===== config.mk =====
export PLATFORM = sky130hd
export DESIGN_NAME = axi3_write_slave
export DESIGN_NICKNAME = d
export VERILOG_FILES = /design/src/rtl/axi3_pkg.sv /design/src/rtl/axi3_burst_addr_gen.sv /design/src/rtl/axi3_write_slave.sv
export SDC_FILE = /design/constraint.sdc
export NUM_CORES = 1
export LEC_CHECK = 0
export BUFFER_PORTS_ARGS = -buffer_cell sky130_fd_sc_hd__buf_2
export CAP_MARGIN = 20
export CORE_MARGIN = 2
export CORE_UTILIZATION = 50
export DETAILED_ROUTE_END_ITERATION = 10
export GPL_TIMING_DRIVEN = 0
export PLACE_DENSITY_LB_ADDON = 0.15
export SLEW_MARGIN = 20
export SYNTH_ARGS = -nofsm -noshare
export SYNTH_HDL_FRONTEND = slang
export SYNTH_SLANG_ARGS = --single-unit

===== constraint.sdc =====
create_clock -name clk -period 15.47 [get_ports clk]
set_clock_uncertainty 0.15 [all_clocks]
set_input_delay 3.094 -clock clk [delete_from_list [all_inputs] [get_ports clk]]
set_output_delay 3.094 -clock clk [all_outputs]
set_load 0.02 [all_outputs]

===== src/rtl/axi3_pkg.sv =====
`default_nettype none
// ============================================================================
//  Module      : axi3_pkg
//  Description : Shared AXI3 types and constants for the write (and later
//                read) slave blocks: burst encoding, response codes, the
//                write-path state encoding and a WRAP-length legality helper.
//  Revision    : 1.0  initial release
// ============================================================================
package axi3_pkg;

  typedef enum logic [1:0] {
    FIXED = 2'b00,
    INCR  = 2'b01,
    WRAP  = 2'b10,
    RSVD  = 2'b11
  } burst_t;

  localparam logic [1:0] RESP_OKAY   = 2'b00;
  localparam logic [1:0] RESP_SLVERR = 2'b10;

  typedef enum logic [2:0] {
    IDLE   = 3'd0,
    AW_ACK = 3'd1,
    W_WAIT = 3'd2,
    W_ACK  = 3'd3,
    B_RESP = 3'd4
  } wr_state_t;

  // WRAP bursts are only defined for 2, 4, 8 or 16 beats.
  function automatic logic wrap_len_ok(input logic [3:0] len);
    return (len == 4'd1) || (len == 4'd3) || (len == 4'd7) || (len == 4'd15);
  endfunction

endpackage
`default_nettype wire


===== src/rtl/axi3_burst_addr_gen.sv =====
`default_nettype none
// ============================================================================
//  Module      : axi3_burst_addr_gen
//  Description : Combinational next-beat address for an AXI3 burst.
//                FIXED keeps the address, INCR aligns then steps by the beat
//                size (wraps at ADDR_W bits), WRAP stays inside the aligned
//                window of size bytes*(len+1). Reserved burst type holds.
//  Ports       : addr_i      current beat byte address
//                size_i      log2(bytes per beat)
//                len_i       beats-1
//                burst_i     burst type
//                next_addr_o address of the following beat
//  Revision    : 1.0  initial release
// ============================================================================
module axi3_burst_addr_gen
  import axi3_pkg::*;
#(
  parameter int ADDR_W = 32
) (
  input  logic [ADDR_W-1:0] addr_i,
  input  logic [2:0]        size_i,
  input  logic [3:0]        len_i,
  input  burst_t            burst_i,
  output logic [ADDR_W-1:0] next_addr_o
);

  logic [ADDR_W-1:0] bytes_w;
  logic [ADDR_W-1:0] bound_w;

  always_comb begin
    bytes_w     = ADDR_W'(1) << size_i;
    bound_w     = bytes_w * (ADDR_W'(len_i) + ADDR_W'(1));
    next_addr_o = addr_i;
    case (burst_i)
      FIXED:   next_addr_o = addr_i;
      INCR:    next_addr_o = (addr_i & ~(bytes_w - ADDR_W'(1))) + bytes_w;
      WRAP:    next_addr_o = (addr_i & ~(bound_w - ADDR_W'(1))) |
                             ((addr_i + bytes_w) & (bound_w - ADDR_W'(1)));
      default: next_addr_o = addr_i;
    endcase
  end

endmodule
`default_nettype wire


===== src/rtl/axi3_write_slave.sv =====
`default_nettype none
// ============================================================================
//  Module      : axi3_write_slave
//  Description : AXI3 write-path responder with one outstanding transaction.
//                Accepts an AW burst, absorbs W beats into a local byte-lane
//                memory and returns a B response. Every handshake output is a
//                register; each READY is a single-cycle pulse one cycle after
//                the matching VALID is seen.
//  Ports       : clk, reset             clock, synchronous active-high reset
//                AW* (ID/ADDR/LEN/SIZE/BURST/VALID/READY)  address channel
//                W*  (ID/DATA/STRB/LAST/VALID/READY)       data channel
//                B*  (ID/RESP/VALID/READY)                 response channel
//  Revision    : 1.0  initial release
// ============================================================================
module axi3_write_slave
  import axi3_pkg::*;
#(
  parameter int ID_W   = 4,
  parameter int ADDR_W = 32,
  parameter int DATA_W = 32,
  parameter int DEPTH  = 256
) (
  input  logic                clk,
  input  logic                reset,
  input  logic [ID_W-1:0]     AWID,
  input  logic [ADDR_W-1:0]   AWADDR,
  input  logic [3:0]          AWLEN,
  input  logic [2:0]          AWSIZE,
  input  logic [1:0]          AWBURST,
  input  logic                AWVALID,
  output logic                AWREADY,
  input  logic [ID_W-1:0]     WID,
  input  logic [DATA_W-1:0]   WDATA,
  input  logic [DATA_W/8-1:0] WSTRB,
  input  logic                WLAST,
  input  logic                WVALID,
  output logic                WREADY,
  output logic [ID_W-1:0]     BID,
  output logic [1:0]          BRESP,
  output logic                BVALID,
  input  logic                BREADY
);

  localparam int STRB_W   = DATA_W / 8;
  localparam int IDX_W    = $clog2(DEPTH);
  localparam int MAX_SIZE = $clog2(STRB_W);
  localparam logic [ADDR_W-1:0] BYTE_LIMIT = ADDR_W'(DEPTH * STRB_W);

  wr_state_t         state_q;
  logic              awready_q, wready_q, bvalid_q, err_q;
  logic [ID_W-1:0]   bid_q, awid_q;
  logic [1:0]        bresp_q;
  logic [ADDR_W-1:0] addr_q, addr_d;
  logic [3:0]        len_q;
  logic [2:0]        size_q;
  burst_t            burst_q;
  logic [4:0]        cnt_q;
  logic [DATA_W-1:0] mem_q [DEPTH];

  logic              aw_illegal_w, beat_err_w, in_range_w, commit_w;
  logic [ADDR_W-1:0] aw_align_mask_w;
  logic [IDX_W-1:0]  word_idx_w;

  axi3_burst_addr_gen #(.ADDR_W(ADDR_W)) u_addr_gen (
    .addr_i      (addr_q),
    .size_i      (size_q),
    .len_i       (len_q),
    .burst_i     (burst_q),
    .next_addr_o (addr_d)
  );

  always_comb begin
    aw_align_mask_w = (ADDR_W'(1) << AWSIZE) - ADDR_W'(1);
    aw_illegal_w    = (AWBURST == RSVD) || (AWSIZE > 3'(MAX_SIZE)) ||
                      ((AWBURST == WRAP) &&
                       (!wrap_len_ok(AWLEN) || ((AWADDR & aw_align_mask_w) != '0)));
    in_range_w      = addr_q < BYTE_LIMIT;
    // A WLAST on any beat other than beat AWLEN (early or late) is an error.
    beat_err_w      = !in_range_w || (WID != awid_q) ||
                      (WLAST && (cnt_q != {1'b0, len_q}));
    // Once a burst is in error no further bytes land in memory, including
    // the beat that raised the error; surplus beats past AWLEN are dropped.
    commit_w        = !reset && (state_q == W_ACK) && !err_q && !beat_err_w &&
                      (cnt_q <= {1'b0, len_q});
    word_idx_w      = addr_q[IDX_W+MAX_SIZE-1:MAX_SIZE];
  end

  always_ff @(posedge clk) begin
    if (reset) begin
      state_q   <= IDLE;
      awready_q <= 1'b0;
      wready_q  <= 1'b0;
      bvalid_q  <= 1'b0;
      bid_q     <= '0;
      bresp_q   <= RESP_OKAY;
      awid_q    <= '0;
      addr_q    <= '0;
      len_q     <= '0;
      size_q    <= '0;
      burst_q   <= FIXED;
      cnt_q     <= '0;
      err_q     <= 1'b0;
    end else begin
      case (state_q)
        IDLE: begin
          if (AWVALID) begin
            state_q   <= AW_ACK;
            awready_q <= 1'b1;
          end
        end
        AW_ACK: begin
          awready_q <= 1'b0;
          awid_q    <= AWID;
          addr_q    <= AWADDR;
          len_q     <= AWLEN;
          size_q    <= AWSIZE;
          burst_q   <= burst_t'(AWBURST);
          err_q     <= aw_illegal_w;
          cnt_q     <= '0;
          state_q   <= W_WAIT;
        end
        W_WAIT: begin
          if (WVALID) begin
            state_q  <= W_ACK;
            wready_q <= 1'b1;
          end
        end
        W_ACK: begin
          wready_q <= 1'b0;
          addr_q   <= addr_d;
          err_q    <= err_q | beat_err_w;
          // Saturate so an over-long burst can never alias back into range.
          if (cnt_q != 5'h1F) cnt_q <= cnt_q + 5'd1;
          if (WLAST) begin
            state_q  <= B_RESP;
            bvalid_q <= 1'b1;
            bid_q    <= awid_q;
            bresp_q  <= (err_q | beat_err_w) ? RESP_SLVERR : RESP_OKAY;
          end else begin
            state_q  <= W_WAIT;
          end
        end
        B_RESP: begin
          if (BREADY) begin
            state_q  <= IDLE;
            bvalid_q <= 1'b0;
          end
        end
        default: state_q <= IDLE;
      endcase
    end
  end

  // Storage is deliberately not reset: data survives a reset mid-burst.
  always_ff @(posedge clk) begin
    if (commit_w) begin
      for (int i = 0; i < STRB_W; i++) begin
        if (WSTRB[i]) mem_q[word_idx_w][8*i +: 8] <= WDATA[8*i +: 8];
      end
    end
  end

  assign AWREADY = awready_q;
  assign WREADY  = wready_q;
  assign BVALID  = bvalid_q;
  assign BID     = bid_q;
  assign BRESP   = bresp_q;

endmodule
`default_nettype wire


==> results of run 1 <==
[final cells by class]
type	count	area, um2	area share [%]
plain buffers	60	245.2	3.121
clock buffers	9	225.2	2.866
clock inverters	7	103.9	1.322
inverters	81	304.0	3.869
multi-input cells	776	5213	66.34
flip-flops and latches	62	1241	15.80
well taps	180	225.2	2.866
repair buffers	60	300.3	3.822
[power groups by stage]
stage / Combinational [mW] / Sequential (mW) / Clock, mW
2_1_floorplan: 0.169 / 0.184 / 0
3_3_place_gp: 0.236 / 0.188 / 0
3_5_place_dp: 0.237 / 0.188 / 0
4_1_cts: 0.239 / 0.184 / 0.230
5_1_grt: 0.267 / 0.186 / 0.237
6_report: 0.244 / 0.185 / 0.231
[worst reg2reg max path, stage by stage, from the launching register on]
cell                        delay [ns]
sky130_fd_sc_hd__dfxtp_1          0.46
sky130_fd_sc_hd__buf_4            0.22
sky130_fd_sc_hd__buf_2            0.24
sky130_fd_sc_hd__nor3b_1          0.85
sky130_fd_sc_hd__inv_1            0.22
sky130_fd_sc_hd__nor2_1           0.20
sky130_fd_sc_hd__fa_1             0.42
sky130_fd_sc_hd__ha_1             0.29
sky130_fd_sc_hd__inv_1            0.06
sky130_fd_sc_hd__fa_1             0.53
sky130_fd_sc_hd__inv_1            0.07
sky130_fd_sc_hd__fa_1             0.46
sky130_fd_sc_hd__a21oi_1          0.23
sky130_fd_sc_hd__o2111ai_1        0.26
sky130_fd_sc_hd__o31a_1           0.37
sky130_fd_sc_hd__a2111oi_2        0.79
sky130_fd_sc_hd__o21ai_0          0.39
sky130_fd_sc_hd__a221oi_1         0.34
sky130_fd_sc_hd__a21oi_1          0.11
[logic make-up after synthesis]
family | count (synthesis) | share of synthesized area [%]
flops | 62 | 17.72
compound gates | 294 | 27.37
simple gates | 352 | 24.66
mux | 8 | 1.161
fa+ha+maj | 69 | 14.69
buf+inv | 141 | 7.843
other cells | 1 | 0.05355
xor+xnor | 52 | 6.504
[cell usage in the layout (no fill, tap or decap), types with 10 or more instances in the layout]
| cell type | n |
|---|---|
| sky130_fd_sc_hd__dfxtp_1 | 62 |
| sky130_fd_sc_hd__clkbuf_1 | 48 |
| sky130_fd_sc_hd__xnor2_1 | 40 |
| sky130_fd_sc_hd__nor3_1 | 23 |
| sky130_fd_sc_hd__a21o_1 | 10 |
| sky130_fd_sc_hd__inv_1 | 79 |
| sky130_fd_sc_hd__nor4_1 | 12 |
| sky130_fd_sc_hd__o211ai_1 | 13 |
| sky130_fd_sc_hd__o21ai_0 | 61 |
| sky130_fd_sc_hd__xor2_1 | 12 |
| sky130_fd_sc_hd__nand2b_1 | 12 |
| sky130_fd_sc_hd__buf_2 | 64 |
| sky130_fd_sc_hd__fa_1 | 22 |
| sky130_fd_sc_hd__nand4_1 | 15 |
| sky130_fd_sc_hd__and3_1 | 18 |
| sky130_fd_sc_hd__nor2_1 | 74 |
| sky130_fd_sc_hd__nand2_1 | 115 |
| sky130_fd_sc_hd__a21oi_1 | 93 |
| sky130_fd_sc_hd__ha_1 | 47 |
| sky130_fd_sc_hd__a211oi_1 | 17 |
| sky130_fd_sc_hd__a31oi_1 | 17 |
| sky130_fd_sc_hd__nand3_1 | 31 |
[through the flow]
step,power (mW),cell area [um2]
global placement,0.4239,7528
finish,0.6598,7858
floorplan,0.3533,7003
global route,0.6904,7858
CTS,0.6526,7858
detailed placement,0.4244,7528
[metal layers]
metal	track usage, %	wire (um)	up-vias
met4	11.71	889	0
met1	45.30	10130	3531
met2	49.55	10360	443
met3	6.459	2510	91
li1	-	-	3646
met5	0	0	-
[how the worst max path moves through the flow]
stage	from	to	slack [ns]	cells past startpoint
final	size_q[0]$_SDFFE_PP0P_	register	8.69	18
after floorplan	size_q[1]$_SDFFE_PP0P_	register	9.87	22
after CTS	size_q[1]$_SDFFE_PP0P_	register	8.71	19
after global placement	size_q[1]$_SDFFE_PP0P_	register	8.74	18
after global routing	size_q[0]$_SDFFE_PP0P_	register	8.27	17
after detailed placement	size_q[1]$_SDFFE_PP0P_	register	8.72	19
==> results.txt, run 1 <==
----------------------------------------------------
[Yosys]
  EDFF count, synth ... 0
  Cell with the most instances after synthesis ... sky130_fd_sc_hd__nand2_1
  Synth async-reset ratio ... 0%
  Post-Syn Area ... 0.007003 mm2
  Most area-hungry cell type in the Yosys netlist ... sky130_fd_sc_hd__dfxtp_1
  Syn. warnings ... 0
  Net count after synthesis ... 1139
  Primary flip-flop cell chosen by synthesis mapping ... sky130_fd_sc_hd__dfxtp_1
  Share of synthesized area occupied by flip-flops and latches ... 17.72%
  Synth Instances ... 979
  Biggest area contributors in the synthesized netlist ... sky130_fd_sc_hd__dfxtp_1 (18%), sky130_fd_sc_hd__ha_1 (8.4%), sky130_fd_sc_hd__a21oi_1 (6.6%)
  Cell types with the highest counts after synthesis ... sky130_fd_sc_hd__nand2_1 (115), sky130_fd_sc_hd__a21oi_1 (93), sky130_fd_sc_hd__inv_1 (79)
  Flip-flop and latch count after synthesis ... 62
  Fraction of post-synthesis cell area in the top cell type by area ... 17.72%
  Post-synthesis area per instance ... 7.153 um2
  Count of unique library cells instantiated by Yosys ... 81

[Floorplan]
  Total die area ... 0.01497 mm2
  CORE AREA ... 0.01377 mm2
  Rows ... 43
  Die Span Y ... 122.3 um
  Boundary Pins ... 100
  Initial core utilization ... 50.84%
  Die outline width ... 122.3 um

[Global routing]
  Overall global routing resource usage ... 32.45%
  Wire length of the first global-routing pass ... 37.42 mm
  Overflow left after global routing ... 0
  Maximum number of pins on one net before global-route repair ... 14
  Via count of the first global-routing pass ... 6951
  Number of antenna violations at the first check in global routing ... 0

[Setup path]
  Worst-path cell with the longest stage delay ... sky130_fd_sc_hd__nor3b_1
  Kind of critical path ... reg2reg
  Internal reg-to-reg setup slack ... 8.69 ns
  Crit path buffers/inverters ... 5
  Cells traversed along the worst timing path ... buf_4 -> buf_2 -> nor3b_1 -> inv_1 -> nor2_1 -> fa_1 -> ha_1 -> inv_1 -> fa_1 -> inv_1 -> fa_1 -> a21oi_1 -> o2111ai_1 -> o31a_1 -> a2111oi_2 -> o21ai_0 -> a221oi_1 -> a21oi_1
  Largest stage delay, worst path ... 0.85 ns
  Data required time at the worst endpoint ... 15.55 ns
  Worst setup EP type ... register
  Crit Reg-Reg Startpoint ... size_q[0]$_SDFFE_PP0P_
  Top delay family on crit path ... compound AO/OA/AOI/OAI gates
  Crit path launch type ... register
  R2R cell count ... 18
  Arrival time at the worst endpoint ... 6.86 ns
  Maximum fanout along the worst path ... 10

[STA]
  Minimum period implied by the final worst setup slack ... 6.783 ns
  Share of the clock period used by the worst path ... 43.85%
  WHS ... 0.3133 ns
  Relative max-transition margin ... 31.92%
  Final Hold Viols ... 0
  Max-slew violation count ... 0
  Setup repair after global routing missed its margin ... no
  Setup-violating endpoint count in the final report ... 0
  Worst Tran Pin Value ... 1.019 ns
  Final setup TNS ... 0 ns
  Max Clock Freq ... 147.4 MHz
  Least setup slack across all paths after layout ... 8.687 ns

[Clock tree]
  Clock buffers created by TritonCTS ... 9
  H-tree levels ... 3
  Register clock-pin slew on the reported worst setup and hold paths ... 0.06 ns
  Worst-skew pair later-pin latency ... 0.35 ns
  CTS Root Cell ... sky130_fd_sc_hd__clkbuf_16
  Cts repair resizes ... 0
  CTS Hold Bufs ... 0
  CTS tree ... built
  Clock tree buffer depth ... 2
  Total number of clock tree sinks ... 62
  Total setup buffers inserted after CTS ... 0

[Placed design]
  Detailed-placement wirelength estimate ... 18.08 mm
  Cell count after placement ... 1219
  Port buffer count ... 60
  Worst-case setup slack after placement ... 8.718 ns
  Final GP Congestion ... 0.9864

[Layout]
  Count of non-filler cells in the finished layout ... 1235
  Number of filler cells placed in the layout ... 1403
  Count of nets after finishing ... 1210
  N_diodes ... 0
  Relative area change from synthesis to final layout ... 12.20%
  Utilization after layout ... 57.05%
  Proportion of layout cells with a drive suffix above 1 ... 9.668%

[Power and ir drop]
  Net switching power ... 0.2540 mW
  Power per cell area ... 83.98 mW/mm2
  Fraction of power consumed by sequential logic ... 28.0%
  Net switching fraction of the power ... 38.50%
  Cell-internal power ... 0.4058 mW
  Static Leak ... 3.235 nW
  Comb power frac ... 37.0%
  Portion of total power attributed to the clock network ... 35.0%
  VDD IR max ... 0.05687 mV

[Hold path]
  Worst-case hold path end point ... BID[3]$_SDFFE_PP0P_
  Hold Path Stages ... 2
  Startpoint of the most critical hold path ... BID[3]$_SDFFE_PP0P_
  Kind of path behind the tightest hold check ... reg2reg

[Drt]
  Number of antenna-violating nets in the routed design ... 0
  Via count ... 7711
  Detailed Route Iter0 Violations ... 925
  DRT Pass-1 Iters ... 6
  WL per Instance ... 19.34 um
  Final routed DRC violation total ... 0
  DRT Wirelength ... 23.89 mm
  Average vias per placed instance ... 6.244

[Outcome]
  Status ... complete, no violations

[Run]
  Max-cap violations ... 0

----------------------------------------------------
Note: power is estimated with default switching activity, not from simulation.
==> run 2, diff against run 1 <==
--- a/config.mk
+++ b/config.mk
@@ -5,6 +5,7 @@
 export SDC_FILE = /design/constraint.sdc
 export NUM_CORES = 1
 export LEC_CHECK = 0
+export ABC_AREA = 1
 export BUFFER_PORTS_ARGS = -buffer_cell sky130_fd_sc_hd__buf_2
 export CAP_MARGIN = 20
 export CORE_MARGIN = 2
==> constraint.sdc (replaced) <==
create_clock -name clk -period 6.5 [get_ports clk]
set_clock_uncertainty 0.15 [all_clocks]
set_input_delay 1.3 -clock clk [delete_from_list [all_inputs] [get_ports clk]]
set_output_delay 1.3 -clock clk [all_outputs]
set_load 0.02 [all_outputs]
==> run 2 against run 1 <==
Net effect: total power rose to 3.0 times the previous value; cell count rose by 14%; area after synthesis fell by 0.64%; non-clock buffer count is 26 lower; global-route usage decreased by 1.4 points; die area decreased by 0.62%; hold slack got worse by 0.0048 ns; sequential cell count unchanged; cell area down 0.80%; fmax up 21%.
==> results.txt, run 2 <==
----------------------------------------------------
[Setup path]
  Cells traversed along the worst timing path ... clkbuf_1 -> nand3_1 -> xor2_1 -> nand2_1 -> ha_1 -> inv_1 -> fa_1 -> inv_1 -> fa_1 -> inv_1 -> ha_1 -> inv_1 -> o21bai_1 -> a21oi_1 -> o21ai_0 -> a21o_1 -> nor3_1 -> a21oi_1 -> a21oi_1 (was buf_4 -> buf_2 -> nor3b_1 -> inv_1 -> nor2_1 -> fa_1 -> ha_1 -> inv_1 -> fa_1 -> inv_1 -> fa_1 -> a21oi_1 -> o2111ai_1 -> o31a_1 -> a2111oi_2 -> o21ai_0 -> a221oi_1 -> a21oi_1)
  Arrival time at the worst endpoint ... 5.72 ns (was 6.86 ns)
  Crit path launch type ... register (unchanged)
  Data required time at the worst endpoint ... 6.64 ns (was 15.55 ns)
  Largest stage delay, worst path ... 0.56 ns (was 0.85 ns)
  Worst-path cell with the longest stage delay ... sky130_fd_sc_hd__xor2_1 (was sky130_fd_sc_hd__nor3b_1)
  Most prevalent standard cell on the critical path ... sky130_fd_sc_hd__inv_1
  Worst setup EP type ... register (unchanged)
  Maximum fanout along the worst path ... 10 (unchanged)
  Top delay family on crit path ... adder cells (was compound AO/OA/AOI/OAI gates)
  Crit path buffers/inverters ... 5 (unchanged)
  Kind of critical path ... reg2reg (unchanged)

[STA]
  Relative max-transition margin ... 31.79% (was 31.92%)
  Share of the clock period used by the worst path ... 85.97% (was 43.85%)
  Final setup TNS ... 0 ns (unchanged)
  Final Hold Viols ... 0 (unchanged)
  Worst Tran Pin Value ... 1.012 ns (was 1.019 ns)
  Max-slew violation count ... 0 (unchanged)
  Setup repair after global routing missed its margin ... no (unchanged)
  Max Clock Freq ... 179.0 MHz (was 147.4 MHz)
  Minimum period implied by the final worst setup slack ... 5.588 ns (was 6.783 ns)
  Setup-violating endpoint count in the final report ... 0 (unchanged)

[Drt]
  WL per Instance ... 15.72 um (was 19.34 um)
  Final routed DRC violation total ... 0 (unchanged)
  Via count ... 7635 (was 7711)
  Number of antenna-violating nets in the routed design ... 0 (unchanged)
  Detailed Route Iter0 Violations ... 672 (was 925)
  Average vias per placed instance ... 5.438 (was 6.244)
  DRT Pass-1 Iters ... 6 (unchanged)
  DRT Wirelength ... 22.07 mm (was 23.89 mm)

[Floorplan]
  Total die area ... 0.01488 mm2 (was 0.01497 mm2)
  Die outline width ... 122.0 um (was 122.3 um)
  Initial core utilization ... 50.72% (was 50.84%)
  Rows ... 43 (unchanged)
  Boundary Pins ... 100 (unchanged)
  Die Span Y ... 122.0 um (was 122.3 um)
  CORE AREA ... 0.01372 mm2 (was 0.01377 mm2)

[Placed design]
  Detailed-placement wirelength estimate ... 17.46 mm (was 18.08 mm)
  Cell area after placement ... 0.007488 mm2 (was 0.007528 mm2)
  Port buffer count ... 61 (was 60)
  Final GP Congestion ... 0.9792 (was 0.9864)

[Yosys]
  Cell with the most instances after synthesis ... sky130_fd_sc_hd__nand2_1 (unchanged)
  Biggest area contributors in the synthesized netlist ... sky130_fd_sc_hd__dfxtp_1 (18%), sky130_fd_sc_hd__nand2_1 (15%), sky130_fd_sc_hd__inv_1 (10%) (was sky130_fd_sc_hd__dfxtp_1 (18%), sky130_fd_sc_hd__ha_1 (8.4%), sky130_fd_sc_hd__a21oi_1 (6.6%))
  Net count after synthesis ... 1307 (was 1139)
  Flip-flop and latch count after synthesis ... 62 (unchanged)
  Synth async-reset ratio ... 0% (unchanged)
  Most area-hungry cell type in the Yosys netlist ... sky130_fd_sc_hd__dfxtp_1 (unchanged)
  Primary flip-flop cell chosen by synthesis mapping ... sky130_fd_sc_hd__dfxtp_1 (unchanged)
  Cell types with the highest counts after synthesis ... sky130_fd_sc_hd__nand2_1 (276), sky130_fd_sc_hd__inv_1 (189), sky130_fd_sc_hd__nor2_1 (118) (was sky130_fd_sc_hd__nand2_1 (115), sky130_fd_sc_hd__a21oi_1 (93), sky130_fd_sc_hd__inv_1 (79))
  Post-synthesis area per instance ... 6.066 um2 (was 7.153 um2)
  Share of synthesized area occupied by flip-flops and latches ... 17.84% (was 17.72%)
  Synth Instances ... 1147 (was 979)
  Fraction of post-synthesis cell area in the top cell type by area ... 17.84% (was 17.72%)
  Syn. warnings ... 0 (unchanged)
  EDFF count, synth ... 0 (unchanged)
  Post-Syn Area ... 0.006958 mm2 (was 0.007003 mm2)
  Count of unique library cells instantiated by Yosys ... 47 (was 81)

[Clock tree]
  H-tree levels ... 3 (unchanged)
  Worst-skew pair later-pin latency ... 0.36 ns (was 0.35 ns)
  CTS Hold Bufs ... 0 (unchanged)
  Total setup buffers inserted after CTS ... 0 (unchanged)
  CTS Root Cell ... sky130_fd_sc_hd__clkbuf_16 (unchanged)
  Cts repair resizes ... 0 (unchanged)
  Total number of clock tree sinks ... 62 (unchanged)
  Clock tree buffer depth ... 2 (unchanged)
  Clock buffers created by TritonCTS ... 9 (unchanged)
  Register clock-pin slew on the reported worst setup and hold paths ... 0.06 ns (about the same)
  CTS tree ... built (unchanged)

[Layout]
  Relative area change from synthesis to final layout ... 12.03% (was 12.20%)
  Final instance area ... 0.007795 mm2 (was 0.007858 mm2)
  Commonest cells after routing, fill and taps aside ... sky130_fd_sc_hd__nand2_1 (276), sky130_fd_sc_hd__inv_1 (189), sky130_fd_sc_hd__nor2_1 (118), sky130_fd_sc_hd__a21oi_1 (107), sky130_fd_sc_hd__nand3_1 (76) (was sky130_fd_sc_hd__nand2_1 (115), sky130_fd_sc_hd__a21oi_1 (93), sky130_fd_sc_hd__inv_1 (79), sky130_fd_sc_hd__nor2_1 (74), sky130_fd_sc_hd__buf_2 (64))
  Most frequent standard cell in the layout excluding fill and tap cells ... sky130_fd_sc_hd__nand2_1 (unchanged)
  Proportion of layout cells with a drive suffix above 1 ... 8.333% (was 9.668%)
  N_diodes ... 0 (unchanged)
  Count of nets after finishing ... 1379 (was 1210)

[Global routing]
  Via count of the first global-routing pass ... 7053 (was 6951)
  Overall global routing resource usage ... 31.01% (was 32.45%)
  Wire length of the first global-routing pass ... 35.71 mm (was 37.42 mm)
  Number of antenna violations at the first check in global routing ... 0 (unchanged)
  Overflow left after global routing ... 0 (unchanged)
  Maximum number of pins on one net before global-route repair ... 14 (unchanged)

[Hold path]
  Kind of path behind the tightest hold check ... reg2reg (unchanged)

[Power and ir drop]
  Static Leak ... 3.799 nW (was 3.235 nW)
  Power per cell area ... 251.4 mW/mm2 (was 83.98 mW/mm2)
  VDD IR max ... 0.1554 mV (was 0.05687 mV)

[Run]
  Max-cap violations ... 0 (unchanged)

[Outcome]
  Status ... complete, no violations (unchanged)

----------------------------------------------------
run 2: cell type report:
type / instances / area (um2)
fill: 1424 / 5924
multi-input combinational: 860 / 4853
sequential: 62 / 1241
inverter: 192 / 721.9
timing repair buffer: 61 / 305.3
clock buffer: 9 / 225.2
tap: 180 / 225.2
buffer: 33 / 141.4
clock inverter: 7 / 81.33
run 2: where the power goes:
part,internal (mW),switching (mW),total [mW]
logic,0.321,0.638,0.960
registers,0.426,0.0532,0.479
clock network,0.302,0.219,0.521
run 2: routing by layer:
metal	GRT usage [%]	vias up	wire [um]
met5	0	-	0
met4	10.06	0	565
met3	5.618	38	1707
met2	48.78	292	9756
met1	42.93	3466	10040
li1	-	3839	-
run 2: worst paths after layout:
path | from | end | slack [ns] | cells past startpoint
min | BID[2]$_SDFFE_PP0P_ | BID[2]$_SDFFE_PP0P_ | 0.31 | 2
min reg2reg | BID[2]$_SDFFE_PP0P_ | BID[2]$_SDFFE_PP0P_ | 0.31 | 2
max | len_q[0]$_SDFFE_PP0P_ | register | 0.91 | 19
max reg2reg | len_q[0]$_SDFFE_PP0P_ | register | 0.91 | 19
run 2: worst reg2reg max path, cell delays in order, from the launching register on:
cell and delay (ns):
sky130_fd_sc_hd__dfxtp_1 0.33, sky130_fd_sc_hd__clkbuf_1 0.39, sky130_fd_sc_hd__nand3_1 0.15, sky130_fd_sc_hd__xor2_1 0.56
sky130_fd_sc_hd__nand2_1 0.12, sky130_fd_sc_hd__ha_1 0.30, sky130_fd_sc_hd__inv_1 0.05, sky130_fd_sc_hd__fa_1 0.54
sky130_fd_sc_hd__inv_1 0.06, sky130_fd_sc_hd__fa_1 0.52, sky130_fd_sc_hd__inv_1 0.04, sky130_fd_sc_hd__ha_1 0.34
sky130_fd_sc_hd__inv_1 0.15, sky130_fd_sc_hd__o21bai_1 0.08, sky130_fd_sc_hd__a21oi_1 0.34, sky130_fd_sc_hd__o21ai_0 0.25
sky130_fd_sc_hd__a21o_1 0.28, sky130_fd_sc_hd__nor3_1 0.56, sky130_fd_sc_hd__a21oi_1 0.15, sky130_fd_sc_hd__a21oi_1 0.17
run 2: cell families after synthesis:
group                      count (synthesis)  share of synthesized area, %
AOI/OAI and AO/OA                        203                         15.86
other                                      1                       0.05390
DFF                                       62                         17.84
buffers and inverters                    225                         12.41
adders and majority gates                 69                         14.78
xor gates and xnor gates                  48                         6.042
and+or+nand+nor                          539                         33.02
run 2: metrics by stage:
step	util (%)	hold slack (ns)	instances	setup WS, ns	power, mW
after floorplan	-	0.2894	1147	1.900	1.157
after global placement	54.58	0.2992	1388	0.9723	1.428
after detailed placement	54.58	0.3049	1388	0.9565	1.438
after CTS	56.82	0.3125	1404	0.9360	1.956
after global routing	56.82	0.3345	1404	0.4738	2.109
final	56.82	0.3085	1404	0.9119	1.960
==> run 3, diff against run 2 <==
--- a/config.mk
+++ b/config.mk
@@ -9,7 +9,7 @@
 export BUFFER_PORTS_ARGS = -buffer_cell sky130_fd_sc_hd__buf_2
 export CAP_MARGIN = 20
 export CORE_MARGIN = 2
-export CORE_UTILIZATION = 50
+export CORE_UTILIZATION = 55
 export DETAILED_ROUTE_END_ITERATION = 10
 export GPL_TIMING_DRIVEN = 0
 export PLACE_DENSITY_LB_ADDON = 0.15
==> run 3 against run 2 <==
Net effect: hold slack about the same; cell area decreased by 0.14%; sequential share of layout area about the same; largest cell class unchanged; total power about the same; largest power group unchanged; worst setup slack got worse by 0.041 ns.
==> results.txt, run 3 (same netlist as run 2, synthesis figures left out) <==
----------------------------------------------------
[Global routing]
  Number of antenna violations at the first check in global routing ... 0 (unchanged)
  Overall global routing resource usage ... 33.06% (was 31.01%)
  Wire length of the first global-routing pass ... 34.62 mm (was 35.71 mm)
  Overflow left after global routing ... 0 (unchanged)
  Via count of the first global-routing pass ... 7064 (was 7053)
  Maximum number of pins on one net before global-route repair ... 14 (unchanged)

[Setup path]
  Crit Reg-Reg Startpoint ... len_q[0]$_SDFFE_PP0P_ (unchanged)
  Kind of critical path ... reg2reg (unchanged)
  Crit path launch type ... register (unchanged)
  Worst setup EP type ... register (unchanged)
  Timing startpoint of the critical path ... len_q[0]$_SDFFE_PP0P_ (unchanged)
  Maximum fanout along the worst path ... 10 (unchanged)
  Arrival time at the worst endpoint ... 5.76 ns (was 5.72 ns)
  Data required time at the worst endpoint ... 6.63 ns (was 6.64 ns)

[Floorplan]
  Die Span Y ... 116.5 um (was 122.0 um)
  Initial core utilization ... 55.82% (was 50.72%)
  Total die area ... 0.01357 mm2 (was 0.01488 mm2)
  Rows ... 41 (was 43)
  Die outline width ... 116.5 um (was 122.0 um)
  CORE AREA ... 0.01247 mm2 (was 0.01372 mm2)
  Boundary Pins ... 100 (unchanged)

[Clock tree]
  CTS tree ... built (unchanged)
  Clock tree buffer depth ... 2 (unchanged)
  CTS Root Cell ... sky130_fd_sc_hd__clkbuf_16 (unchanged)
  Clock buffers created by TritonCTS ... 9 (unchanged)
  Total number of clock tree sinks ... 62 (unchanged)
  CTS Hold Bufs ... 0 (unchanged)
  Worst-skew pair later-pin latency ... 0.35 ns (was 0.36 ns)
  Total setup buffers inserted after CTS ... 0 (unchanged)
  Cts repair resizes ... 0 (unchanged)
  H-tree levels ... 3 (unchanged)
  Register clock-pin slew on the reported worst setup and hold paths ... 0.06 ns (about the same)

[Drt]
  Via count ... 7699 (was 7635)
  WL per Instance ... 15.55 um (was 15.72 um)
  DRT Pass-1 Iters ... 5 (was 6)
  Final routed DRC violation total ... 0 (unchanged)
  Detailed Route Iter0 Violations ... 618 (was 672)
  Average vias per placed instance ... 5.515 (was 5.438)
  Number of antenna-violating nets in the routed design ... 0 (unchanged)
  DRT Wirelength ... 21.71 mm (was 22.07 mm)

[STA]
  Setup repair after global routing missed its margin ... no (unchanged)
  Relative max-transition margin ... 41.55% (was 31.79%)
  Minimum period implied by the final worst setup slack ... 5.629 ns (was 5.588 ns)
  Final Hold Viols ... 0 (unchanged)
  Setup-violating endpoint count in the final report ... 0 (unchanged)
  Worst Tran Pin Value ... 0.8676 ns (was 1.012 ns)
  Max Clock Freq ... 177.7 MHz (was 179.0 MHz)
  Share of the clock period used by the worst path ... 86.60% (was 85.97%)
  Final setup TNS ... 0 ns (unchanged)
  Max-slew violation count ... 0 (unchanged)

[Power and ir drop]
  Power per cell area ... 251.9 mW/mm2 (was 251.4 mW/mm2)
  Net switching power ... 0.9084 mW (was 0.9109 mW)
  Cell-internal power ... 1.053 mW (was 1.049 mW)
  VDD IR max ... 0.1671 mV (was 0.1554 mV)
  Static Leak ... 3.800 nW (was 3.799 nW)
  Net switching fraction of the power ... 46.32% (was 46.48%)
  Comb power frac ... 49.6% (was 49.0%)
  Fraction of power consumed by sequential logic ... 24.5% (was 24.4%)
  Portion of total power attributed to the clock network ... 25.9% (was 26.6%)

[Layout]
  Final instance area ... 0.007784 mm2 (was 0.007795 mm2)
  N_diodes ... 0 (unchanged)
  Commonest cells after routing, fill and taps aside ... sky130_fd_sc_hd__nand2_1 (276), sky130_fd_sc_hd__inv_1 (189), sky130_fd_sc_hd__nor2_1 (118), sky130_fd_sc_hd__a21oi_1 (107), sky130_fd_sc_hd__nand3_1 (76) (unchanged)
  Count of non-filler cells in the finished layout ... 1396 (was 1404)
  Number of filler cells placed in the layout ... 1271 (was 1424)
  Count of nets after finishing ... 1379 (unchanged)
  Most frequent standard cell in the layout excluding fill and tap cells ... sky130_fd_sc_hd__nand2_1 (unchanged)
  Relative area change from synthesis to final layout ... 11.87% (was 12.03%)
  Proportion of layout cells with a drive suffix above 1 ... 8.333% (unchanged)

[Placed design]
  Port buffer count ... 61 (unchanged)
  Cell count after placement ... 1380 (was 1388)
  Final GP Congestion ... 1.059 (was 0.9792)
  Detailed-placement wirelength estimate ... 17.14 mm (was 17.46 mm)
  Cell area after placement ... 0.007478 mm2 (was 0.007488 mm2)

[Outcome]
  Status ... complete, no violations (unchanged)

[Hold path]
  Startpoint of the most critical hold path ... BID[0]$_SDFFE_PP0P_ (was BID[2]$_SDFFE_PP0P_)
  Kind of path behind the tightest hold check ... reg2reg (unchanged)

[Run]
  Max-cap violations ... 0 (unchanged)

----------------------------------------------------
==> run 3: per-layer routing <==
metal / GRT usage (%) / share of wire, % / vias to the layer above / wire length (um)
met4: 11.90 / 2.8 / 0 / 599
li1: - / - / 3832 / -
met5: 0 / 0 / - / 0
met3: 4.982 / 7.9 / 51 / 1718
met1: 45.47 / 46 / 3507 / 9945
met2: 52.83 / 44 / 309 / 9449
==> run 3: worst max-delay path: stages (launching register included) <==
cell and delay [ns]:
sky130_fd_sc_hd__dfxtp_1 0.33, sky130_fd_sc_hd__clkbuf_1 0.39, sky130_fd_sc_hd__nand3_1 0.15, sky130_fd_sc_hd__xor2_1 0.60, sky130_fd_sc_hd__nand2_1 0.12, sky130_fd_sc_hd__ha_1 0.31, sky130_fd_sc_hd__inv_1 0.05, sky130_fd_sc_hd__fa_1 0.55
sky130_fd_sc_hd__inv_1 0.07, sky130_fd_sc_hd__fa_1 0.54, sky130_fd_sc_hd__inv_1 0.04, sky130_fd_sc_hd__ha_1 0.33, sky130_fd_sc_hd__inv_1 0.14, sky130_fd_sc_hd__o21bai_1 0.08, sky130_fd_sc_hd__a21oi_1 0.34, sky130_fd_sc_hd__o21ai_0 0.24
sky130_fd_sc_hd__a21o_1 0.28, sky130_fd_sc_hd__nor3_1 0.54, sky130_fd_sc_hd__a21oi_1 0.16, sky130_fd_sc_hd__a21oi_1 0.16
==> run 3: area by class of cell <==
| class | count | area [um2] | area share, % |
|---|---|---|---|
| tap | 172 | 215.2 | 2.765 |
| inverter | 192 | 721.9 | 9.275 |
| timing repair buffer | 61 | 305.3 | 3.922 |
| multi-input combinational | 860 | 4853 | 62.35 |
| clock buffer | 9 | 225.2 | 2.893 |
| sequential | 62 | 1241 | 15.95 |
| buffer | 33 | 141.4 | 1.816 |
| clock inverter | 7 | 80.08 | 1.029 |
==> run 3: through the flow <==
stage	worst slack, ns	hold slack, ns	power, mW	util (%)
finish	0.8710	0.3087	1.961	62.44
global route	0.5912	0.3353	2.101	62.44
CTS	0.9870	0.3118	1.951	62.44
detailed placement	1.009	0.3026	1.440	59.99
global placement	1.121	0.2994	1.426	59.99
floorplan	1.900	0.2894	1.157	-
==> run 3: worst paths after layout <==
kind	to	slack [ns]	depth (start not counted)
min	BID[0]$_SDFFE_PP0P_	0.31	2
min reg2reg	BID[0]$_SDFFE_PP0P_	0.31	2
max reg2reg	register	0.87	19
max	register	0.87	19
==> run 3: power by group through the flow <==
stage | Combinational (mW) | Clock, mW | Sequential, mW
after global placement | 0.941 | 0 | 0.485
after CTS | 0.963 | 0.510 | 0.478
final | 0.973 | 0.508 | 0.480
after detailed placement | 0.955 | 0 | 0.485
after floorplan | 0.686 | 0 | 0.471
after global routing | 1.09 | 0.528 | 0.485
